$ cat src/rtl/hazard_ctrl.sv
// Pipeline hazard controller: load-use bubbles, multi-cycle MDU tracking and
// wrong-path squash on taken branches, driving the PC, IF/ID and ID/EX registers.
module hazard_ctrl #(
    parameter int unsigned LOAD_STALL_CYCLES = 1,
    parameter int unsigned MDU_LATENCY       = 8
) (
    input  logic       clk,
    input  logic       resetn,
    input  logic [4:0] rs_addr,
    input  logic [4:0] rt_addr,
    input  logic       uses_rs,
    input  logic       uses_rt,
    input  logic       uses_hilo,
    input  logic       mdu_start,
    input  logic [4:0] id_rd,
    input  logic       id_is_ram,
    input  logic       id_rf_nwe,
    input  logic       branch_taken,
    output logic       pc_stall,
    output logic       ifid_stall,
    output logic       ifid_flush,
    output logic       id_ex_hazard_mem,
    output logic       mdu_busy,
    output logic       mdu_done
);

    typedef enum logic [1:0] {
        ST_RUN,
        ST_LSTALL,
        ST_MDU
    } state_e;

    localparam logic [3:0] LS_INIT  = (LOAD_STALL_CYCLES > 1) ? 4'(LOAD_STALL_CYCLES - 2) : 4'd0;
    localparam logic [3:0] MDU_INIT = 4'(MDU_LATENCY - 1);

    state_e     state_q, state_d;
    logic [3:0] cnt_q, cnt_d;
    logic       mdu_busy_q, mdu_busy_d;
    logic       mdu_done_q, mdu_done_d;

    logic hit_rs, hit_rt, lu, stall;

    // Register 0 is hardwired, so a load targeting it can never create a dependency.
    assign hit_rs = uses_rs && (rs_addr == id_rd);
    assign hit_rt = uses_rt && (rt_addr == id_rd);
    assign lu     = id_is_ram && id_rf_nwe && (id_rd != 5'd0) && (hit_rs || hit_rt);

    always_comb begin
        stall = 1'b0;
        case (state_q)
            ST_RUN:    stall = lu;
            ST_LSTALL: stall = 1'b1;
            ST_MDU:    stall = uses_hilo || mdu_start || lu;
            default:   stall = 1'b0;
        endcase
    end

    // A taken branch overrides any stall: the wrong-path instructions are squashed instead of held.
    assign pc_stall         = resetn && !branch_taken && stall;
    assign ifid_stall       = resetn && !branch_taken && stall;
    assign ifid_flush       = resetn && branch_taken;
    assign id_ex_hazard_mem = resetn && (branch_taken || stall);
    assign mdu_busy         = mdu_busy_q;
    assign mdu_done         = mdu_done_q;

    always_comb begin
        state_d    = state_q;
        cnt_d      = cnt_q;
        mdu_busy_d = mdu_busy_q;
        mdu_done_d = 1'b0;
        case (state_q)
            ST_RUN: begin
                if (!branch_taken) begin
                    if (lu) begin
                        if (LOAD_STALL_CYCLES > 1) begin
                            state_d = ST_LSTALL;
                            cnt_d   = LS_INIT;
                        end
                    end else if (mdu_start) begin
                        state_d    = ST_MDU;
                        cnt_d      = MDU_INIT;
                        mdu_busy_d = 1'b1;
                    end
                end
            end
            ST_LSTALL: begin
                if (branch_taken || cnt_q == 4'd0) begin
                    state_d = ST_RUN;
                    cnt_d   = 4'd0;
                end else begin
                    cnt_d = cnt_q - 4'd1;
                end
            end
            ST_MDU: begin
                // The MDU op predates any branch in EX, so it keeps counting regardless.
                if (cnt_q == 4'd0) begin
                    state_d    = ST_RUN;
                    mdu_busy_d = 1'b0;
                    mdu_done_d = 1'b1;
                end else begin
                    cnt_d = cnt_q - 4'd1;
                end
            end
            default: begin
                state_d    = ST_RUN;
                cnt_d      = 4'd0;
                mdu_busy_d = 1'b0;
            end
        endcase
    end

    always_ff @(posedge clk or negedge resetn) begin
        if (!resetn) begin
            state_q    <= ST_RUN;
            cnt_q      <= '0;
            mdu_busy_q <= 1'b0;
            mdu_done_q <= 1'b0;
        end else begin
            state_q    <= state_d;
            cnt_q      <= cnt_d;
            mdu_busy_q <= mdu_busy_d;
            mdu_done_q <= mdu_done_d;
        end
    end

endmodule

$ cat config.mk
export PLATFORM = sky130hd
export DESIGN_NAME = hazard_ctrl
export DESIGN_NICKNAME = d
export VERILOG_FILES = /design/src/rtl/hazard_ctrl.sv
export SDC_FILE = /design/constraint.sdc
export NUM_CORES = 1
export LEC_CHECK = 0
export BUFFER_PORTS_ARGS = -buffer_cell sky130_fd_sc_hd__buf_2
export CAP_MARGIN = 20
export CORE_AREA = 2 2 39 41
export DETAILED_ROUTE_END_ITERATION = 10
export DIE_AREA = 0 0 41 43
export GPL_TIMING_DRIVEN = 0
export PLACE_DENSITY = 0.75
export SYNTH_ARGS = -nofsm -noshare
export SYNTH_HDL_FRONTEND = slang
export SYNTH_SLANG_ARGS = --single-unit
$ cat constraint.sdc
create_clock -name clk -period 2.8 [get_ports clk]
set_input_delay 0.14 -clock clk [delete_from_list [all_inputs] [get_ports clk]]
set_output_delay 0.14 -clock clk [all_outputs]
set_load 0.02 [all_outputs]
==> tab_implementation.tex, run 1 <==
\begin{tabular}{lr}
\hline
Metric & Value \\
\hline
\multicolumn{2}{l}{\textbf{Synthesis}} \\
Number of flops mapped to enable cells by yosys & 0 \\
Post-synthesis sequential element count & 6 \\
Predominant post-synthesis flop cell & sky130\_fd\_sc\_hd\_\_dfrtp\_1 \\
Async set-reset flop share out of synthesis & between 90\% and 100\% \\
Mapped Nets & just under 90 \\
Yosys warning count & 0 \\
Register area share after synthesis & 27.5\% \\
Synthesized cell area & roughly 550 um\^{}2 \\
Instance count of the mapped netlist & 64 \\
Distinct cell type count after synthesis & 30 \\
Average footprint of a synthesized cell & between 8 and 9 um\^{}2 \\
\multicolumn{2}{l}{\textbf{Power and ir drop}} \\
Sw Share & approximately 42\% \\
Power density over the cells & around 740 nW/um\^{}2 \\
Combinational share of power & between 50\% and 60\% \\
Clock network fraction of total power & roughly 15\% \\
Internal power & about 320 uW \\
Sequential share of power & around 29\% \\
Standby leakage power & 0.360 nW \\
Peak supply drop & around 0.00035 V \\
NetSw & 232 uW \\
Power consumption & $\sim$550 uW \\
\multicolumn{2}{l}{\textbf{Hold path}} \\
Kind of path behind the tightest hold check & input port to asynchronous set/reset pin \\
\multicolumn{2}{l}{\textbf{Clocking}} \\
Insertion delay of the later-clocked pin in the worst-skew pair & approximately 0.26 ns \\
Clock root buffer master & sky130\_fd\_sc\_hd\_\_clkbuf\_4 \\
CTS tree & done \\
Clock Sink Count & 6 \\
Clock buffer count from CTS & 3 \\
H-tree level count & 1 \\
Clock transition time at the flip-flop clock pins of the worst setup and hold paths & $\sim$0.050 ns \\
Post\_cts resized & 0 \\
Count of hold-fix buffers inserted at cts & 1 \\
Maximum root-to-sink buffer count & 2 \\
Post-CTS setup buffer count & 0 \\
\multicolumn{2}{l}{\textbf{Timing}} \\
Fmax & $\sim$570 MHz \\
Worst slew pin tran & 0.375 ns \\
Post-Route Skew & 0.00649 ns \\
Final-report max-slew violation count & 0 \\
Number of hold violations in the final report & 0 \\
Crit share post-route & between 60\% and 70\% \\
Final min period & around 1.8 ns \\
Setup TNS after final layout & 0 ns \\
Final-report setup violation count & 0 \\
RSZ-0062 raised after global routing & false \\
Slew Limit Headroom & approximately 75\% \\
\multicolumn{2}{l}{\textbf{Layout}} \\
Final design utilization & between 50 and 60\% \\
Number of antenna cells inserted & 0 \\
Count of filler cells inserted in the layout & around 140 \\
Final Net Count & 124 \\
Most common cell after layout, fill and taps aside & sky130\_fd\_sc\_hd\_\_buf\_2 \\
Syn-to-layout area delta & 36.2\% \\
Fraction of layout instances using a drive strength above 1 & about two fifths \\
Most frequent cells in the layout & sky130\_fd\_sc\_hd\_\_buf\_2 (30), sky130\_fd\_sc\_hd\_\_xnor2\_1 (10), sky130\_fd\_sc\_hd\_\_nand2\_1 (6), sky130\_fd\_sc\_hd\_\_nor2\_1 (6), sky130\_fd\_sc\_hd\_\_dfrtp\_1 (6) \\
FF/Latch Area & about 150 um\^{}2 \\
Combined area of the multi-input logic cells & around 370 um\^{}2 \\
\multicolumn{2}{l}{\textbf{Floorplan}} \\
I/O pin count & 30 \\
Horizontal die dimension & slightly above 40 um \\
Area of the placeable core & 1380 um\^{}2 \\
Die height & approximately 43 um \\
Starting density of the core & between 30\% and 40\% \\
Number of core rows & 14 \\
Die area & around 1800 um\^{}2 \\
\multicolumn{2}{l}{\textbf{Global route}} \\
Tot GR Track Use & between 10\% and 20\% \\
First-pass GRT wire length & $\sim$2.2 mm \\
Leftover overflow at the end of global routing & 0 \\
Number of antenna violations at the first check in global routing & 0 \\
Number of global-route vias before repair & 538 \\
Pin count of the biggest net entering global routing & 10 \\
\multicolumn{2}{l}{\textbf{Route}} \\
Routed length per placed instance & roughly 12 um \\
Vias/cell & around 5.4 \\
Wirelength, routed & 1.32 mm \\
1st-iter DRT viols & 14 \\
Antenna-violating nets left & 0 \\
Total via count in the routed design & approximately 610 \\
Number of search-and-repair iterations in the first detailed-routing pass & 4 \\
DRC violations left & 0 \\
\multicolumn{2}{l}{\textbf{Setup path}} \\
Critical-path maximum fanout & 9 \\
Worst setup EP type & primary output \\
Critical path startpoint category & input port \\
Critical path required time & around 2.7 ns \\
Crit Path Category & input port to primary output \\
Signal arrival time at the worst endpoint & between 1.5 and 2 ns \\
\multicolumn{2}{l}{\textbf{Flow run}} \\
Max capacitance violation total & 0 \\
\multicolumn{2}{l}{\textbf{Status}} \\
Status & complete, no violations \\
\multicolumn{2}{l}{\textbf{Place}} \\
Final HPWL from detailed placement & 1.09 mm \\
Buffers on Ports & 29 \\
Final RePlAce weighted congestion & 0.765 \\
\hline
\end{tabular}
-- critical path, cell delays in order --
cell and delay (ns):
sky130_fd_sc_hd__dlygate4sd3_1 0.52, sky130_fd_sc_hd__buf_2 0.21, sky130_fd_sc_hd__inv_1 0.08, sky130_fd_sc_hd__nor2_1 0.12, sky130_fd_sc_hd__nand2_1 0.06, sky130_fd_sc_hd__o21ai_0 0.20, sky130_fd_sc_hd__buf_4 0.14, sky130_fd_sc_hd__buf_2 0.15
-- cell usage after synthesis, drive strengths merged (2+ instances only) --
master | number | share of area, %
nand2 | 6 | 4.1
dfrtp | 6 | 28
o21ai | 2 | 1.8
nor3 | 3 | 2.8
a21oi | 3 | 2.8
nand4 | 2 | 2.3
inv | 4 | 2.8
xnor2 | 10 | 16
o22ai | 2 | 2.3
buf | 2 | 2.3
nor2 | 6 | 4.1
-- power by group through the flow --
| stage | Combinational [mW] | Clock, mW | Sequential (mW) |
|---|---|---|---|
| global placement | 0.297 | 0 | 0.159 |
| CTS | 0.308 | 0.0881 | 0.158 |
| global route | 0.348 | 0.0925 | 0.167 |
| floorplan | 0.216 | 0 | 0.167 |
| finish | 0.309 | 0.0851 | 0.159 |
| detailed placement | 0.307 | 0 | 0.160 |
-- stage by stage --
stage / area (um^2) / hold WS [ns] / worst slack (ns) / cells
floorplan: 546 / -0.156 / 1.21 / 64
CTS: 743 / 0.259 / 1.00 / 113
finish: 743 / 0.255 / 1.03 / 113
detailed placement: 711 / -0.00459 / 1.15 / 109
global placement: 711 / -0.0116 / 1.16 / 109
global route: 743 / 0.276 / 0.893 / 113
-- sequential cells by signal, indices dropped and copies added (netlist names) --
name,count
cnt_q,4
mdu_busy,1
mdu_done,1
-- per-layer routing --
layer | vias to the layer above | track usage (%) | part of all wire, %
met4 | 0 | 16.0 | 4.0
met1 | 260 | 22.5 | 43
met5 | - | 0 | 0
met2 | 37 | 30.0 | 44
li1 | 305 | - | -
met3 | 5 | 3.14 | 8.8
-- cell type report --
| type | instances | share of cell area [%] |
|---|---|---|
| inverter | 4 | 2.02 |
| sequential | 6 | 20.2 |
| tap | 16 | 2.69 |
| buffer | 2 | 1.68 |
| multi-input combinational | 52 | 49.5 |
| clock buffer | 3 | 3.03 |
| timing repair buffer | 30 | 20.9 |
-- path summary, 6_finish.rpt --
path / startpoint / end / slack (ns) / depth (start not counted)
min reg2reg: cnt_q[3] / cnt_q[3] / 0.61 / 1
max: resetn / pc_stall / 1.03 / 8
min: resetn / mdu_busy / 0.25 / 2
max in group asynchronous: resetn / cnt_q[1] / 2.37 / 2
max reg2reg: cnt_q[0] / cnt_q[0] / 1.25 / 6
min in group clk: id_is_ram / cnt_q[0] / 0.29 / 3
-- kinds of logic after synthesis --
logic type,Yosys count,synth area share [%]
compound gates,18,26.1
fa+ha+maj,1,2.29
mux,1,1.83
buf+inv,6,5.04
simple gates,22,21.1
flops,6,27.5
xor+xnor,10,16.1
Note: power is estimated with default switching activity, not from simulation.
==> run 2, diff against run 1 <==
==> config.mk (replaced) <==
export PLATFORM = sky130hd
export DESIGN_NAME = hazard_ctrl
export DESIGN_NICKNAME = d
export VERILOG_FILES = /design/src/rtl/hazard_ctrl.sv
export SDC_FILE = /design/constraint.sdc
export NUM_CORES = 1
export LEC_CHECK = 0
export ABC_AREA = 1
export BUFFER_PORTS_ARGS = -buffer_cell sky130_fd_sc_hd__buf_2
export CAP_MARGIN = 20
export CORE_MARGIN = 2
export CORE_UTILIZATION = 43
export DETAILED_ROUTE_END_ITERATION = 10
export GPL_TIMING_DRIVEN = 0
export PLACE_DENSITY = 0.76
export SYNTH_ARGS = -nofsm -noshare
export SYNTH_HDL_FRONTEND = slang
export SYNTH_SLANG_ARGS = --single-unit
==> constraint.sdc (replaced) <==
create_clock -name clk -period 1.7 [get_ports clk]
set_input_delay 0.085 -clock clk [delete_from_list [all_inputs] [get_ports clk]]
set_output_delay 0.085 -clock clk [all_outputs]
set_load 0.02 [all_outputs]
==> run 2 against run 1 <==
- global-route usage is 1.1 points lower
- non-clock buffer count is 1 lower
- clock power is 46% higher
- critical endpoint unchanged
- highest routed layer is now met3
==> tab_implementation.tex, run 2 <==
\begin{tabular}{lr}
\hline
Metric & Value \\
\hline
\multicolumn{2}{l}{\textbf{Timing}} \\
Post-Route Skew & $\sim$0.004 ns \\
Number of hold violations in the final report & 0 \\
Final-report max-slew violation count & 0 \\
Crit share post-route & a little under 90\% \\
Slew Limit Headroom & 77.1\% \\
RSZ-0062 raised after global routing & false \\
Setup TNS after final layout & 0 ns \\
Worst slew pin tran & between 0.3 and 0.4 ns \\
Fmax & 661 MHz \\
Final-report setup violation count & 0 \\
Worst hold slack & about 0.21 ns \\
Final min period & around 1.5 ns \\
\multicolumn{2}{l}{\textbf{Floorplan}} \\
Horizontal die dimension & 40.9 um \\
Starting density of the core & 45.5\% \\
Die area & around 1700 um\^{}2 \\
Die height & around 41 um \\
I/O pin count & 30 \\
Area of the placeable core & 1280 um\^{}2 \\
Number of core rows & 13 \\
\multicolumn{2}{l}{\textbf{Layout}} \\
Max reg flops & 4 \\
Post-layout instance area & $\sim$780 um\^{}2 \\
Count of filler cells inserted in the layout & between 100 and 150 \\
Fin cells & 151 \\
Number of antenna cells inserted & 0 \\
Syn-to-layout area delta & 33.6\% \\
Most frequent cells in the layout & sky130\_fd\_sc\_hd\_\_nand2\_1 (43), sky130\_fd\_sc\_hd\_\_buf\_2 (29), sky130\_fd\_sc\_hd\_\_inv\_1 (19), sky130\_fd\_sc\_hd\_\_nor2\_1 (10), sky130\_fd\_sc\_hd\_\_nand3\_1 (8) \\
Most common cell after layout, fill and taps aside & sky130\_fd\_sc\_hd\_\_nand2\_1 \\
Fraction of layout instances using a drive strength above 1 & 30.1\% \\
Final Net Count & between 150 and 200 \\
Register name with the most flops & cnt\_q \\
\multicolumn{2}{l}{\textbf{Synthesis}} \\
Number of flops mapped to enable cells by yosys & 0 \\
Ranking of synthesized cells by instance count & sky130\_fd\_sc\_hd\_\_nand2\_1 (43), sky130\_fd\_sc\_hd\_\_inv\_1 (19), sky130\_fd\_sc\_hd\_\_nor2\_1 (10), sky130\_fd\_sc\_hd\_\_nand3\_1 (8), sky130\_fd\_sc\_hd\_\_dfrtp\_1 (6) \\
Distinct cell type count after synthesis & 17 \\
Async set-reset flop share out of synthesis & 100\% \\
Predominant post-synthesis flop cell & sky130\_fd\_sc\_hd\_\_dfrtp\_1 \\
Cell with the most instances after synthesis & sky130\_fd\_sc\_hd\_\_nand2\_1 \\
Largest cells by area after synthesis & sky130\_fd\_sc\_hd\_\_nand2\_1 (28\%), sky130\_fd\_sc\_hd\_\_dfrtp\_1 (26\%), sky130\_fd\_sc\_hd\_\_inv\_1 (12\%) \\
Post-synthesis sequential element count & 6 \\
Yosys warning count & 0 \\
Instance count of the mapped netlist & 103 \\
Share of the synthesized area in the top cell type & between 20\% and 30\% \\
Register area share after synthesis & 25.7\% \\
Average footprint of a synthesized cell & $\sim$5.7 um\^{}2 \\
Mapped Nets & approximately 130 \\
Cell accounting for the most synthesized area & sky130\_fd\_sc\_hd\_\_nand2\_1 \\
Synthesized cell area & about 580 um\^{}2 \\
\multicolumn{2}{l}{\textbf{Clocking}} \\
Clock buffer count from CTS & 3 \\
H-tree level count & 1 \\
Count of hold-fix buffers inserted at cts & 1 \\
CTS tree & done \\
Clock Sink Count & 6 \\
Clock transition time at the flip-flop clock pins of the worst setup and hold paths & about 0.04 ns \\
Clock root buffer master & sky130\_fd\_sc\_hd\_\_clkbuf\_4 \\
Insertion delay of the later-clocked pin in the worst-skew pair & about 0.24 ns \\
Post\_cts resized & 0 \\
Post-CTS setup buffer count & 0 \\
Maximum root-to-sink buffer count & 2 \\
\multicolumn{2}{l}{\textbf{Setup path}} \\
Endpoint of the most critical setup path & pc\_stall \\
Crit. path cell count & 6 \\
Worst setup EP type & primary output \\
Worst reg2reg endpoint & cnt\_q[3] \\
Setup slack, reg-to-reg & $\sim$0.33 ns \\
Slowest library cell on the worst path & sky130\_fd\_sc\_hd\_\_dfrtp\_1 \\
Depth of the most critical reg-to-reg path & 9 \\
Longest individual stage delay on the worst path & approximately 0.51 ns \\
Launch point of the worst path & mdu\_busy \\
Critical-path maximum fanout & 9 \\
Worst path cell trace & o21ai\_0 -> nand2\_1 -> nand2\_1 -> nor2\_1 -> buf\_4 -> buf\_2 \\
Signal arrival time at the worst endpoint & $\sim$1.4 ns \\
Launch point of the worst reg-to-reg path & cnt\_q[0] \\
Most used cell along the critical path & sky130\_fd\_sc\_hd\_\_nand2\_1 \\
Critical path required time & between 1.5 and 2 ns \\
Critical path startpoint category & flop \\
Worst path top cell family by delay & flip-flops \\
Buffer and inverter count on the worst path & 2 \\
Crit Path Category & flop to primary output \\
\multicolumn{2}{l}{\textbf{Route}} \\
Number of search-and-repair iterations in the first detailed-routing pass & 3 \\
Antenna-violating nets left & 0 \\
Total via count in the routed design & 664 \\
1st-iter DRT viols & 5 \\
Wirelength, routed & between 1 and 1.5 mm \\
Routed length per placed instance & around 8.5 um \\
Vias/cell & 4.40 \\
DRC violations left & 0 \\
\multicolumn{2}{l}{\textbf{Place}} \\
Final RePlAce weighted congestion & 0.760 \\
Buffers on Ports & 29 \\
Final HPWL from detailed placement & about 1.1 mm \\
DP Area & approximately 750 um\^{}2 \\
Placed instance count & approximately 150 \\
\multicolumn{2}{l}{\textbf{Status}} \\
Status & complete, no violations \\
\multicolumn{2}{l}{\textbf{Global route}} \\
First-pass GRT wire length & 2.01 mm \\
Pin count of the biggest net entering global routing & 10 \\
Tot GR Track Use & a little under a fifth \\
Number of global-route vias before repair & 505 \\
Leftover overflow at the end of global routing & 0 \\
Number of antenna violations at the first check in global routing & 0 \\
\multicolumn{2}{l}{\textbf{Hold path}} \\
Kind of path behind the tightest hold check & input port to asynchronous set/reset pin \\
\multicolumn{2}{l}{\textbf{Power and ir drop}} \\
Peak supply drop & 0.000818 V \\
Power consumption & approximately 840 uW \\
Standby leakage power & between 0.5 and 0.6 nW \\
Power density over the cells & 1080 nW/um\^{}2 \\
\multicolumn{2}{l}{\textbf{Flow run}} \\
Max capacitance violation total & 0 \\
\hline
\end{tabular}
==> run 2: worst min path at each step <==
stage | startpoint | to | slack (ns) | depth (start not counted)
after floorplan | resetn | cnt_q[0] | -0.21 | 0
after detailed placement | resetn | cnt_q[2] | -0.07 | 1
after CTS | resetn | cnt_q[2] | 0.21 | 2
final | resetn | cnt_q[2] | 0.21 | 2
after global placement | resetn | mdu_done | -0.08 | 1
after global routing | resetn | mdu_done | 0.23 | 2
==> run 2: logic make-up after synthesis <==
group	count (synthesis)	synth area share, %
AND/OR/NAND/NOR	70	52.0
buffers and inverters	22	14.8
flip-flops	6	25.7
AO/OA/AOI/OAI	4	5.35
adder cells (fa/ha/maj)	1	2.14
==> run 2: layout make-up <==
cell class	count	area, um^2	share of cell area, %
plain buffers	1	7.51	0.962
clock buffers	3	22.5	2.88
inverters	21	78.8	10.1
multi-input cells	75	348	44.6
flip-flops and latches	6	150	19.2
well taps	15	18.8	2.40
repair buffers	30	155	19.9
==> run 2: stage by stage <==
step	worst slack (ns)	utilization, %
2_1_floorplan	0.236	-
3_3_place_gp	0.396	58.2
5_1_grt	0.0520	60.8
3_5_place_dp	0.356	58.2
6_report	0.187	60.8
4_1_cts	0.176	60.8
==> run 2: per-layer routing <==
layer	part of all wire (%)	GRT usage [%]	vias to the layer above	routed length [um]
met5	0	0	-	0
met4	0	0	0	0
met3	6.4	8.15	0	82
met2	47	32.8	16	604
met1	46	21.7	275	592
li1	-	-	373	-
==> run 2: report_power, final <==
group / internal, mW / switching (mW)
sequential: 0.206 / 0.0796
combinational: 0.177 / 0.257
clock: 0.0794 / 0.0450
total: 0.463 / 0.382
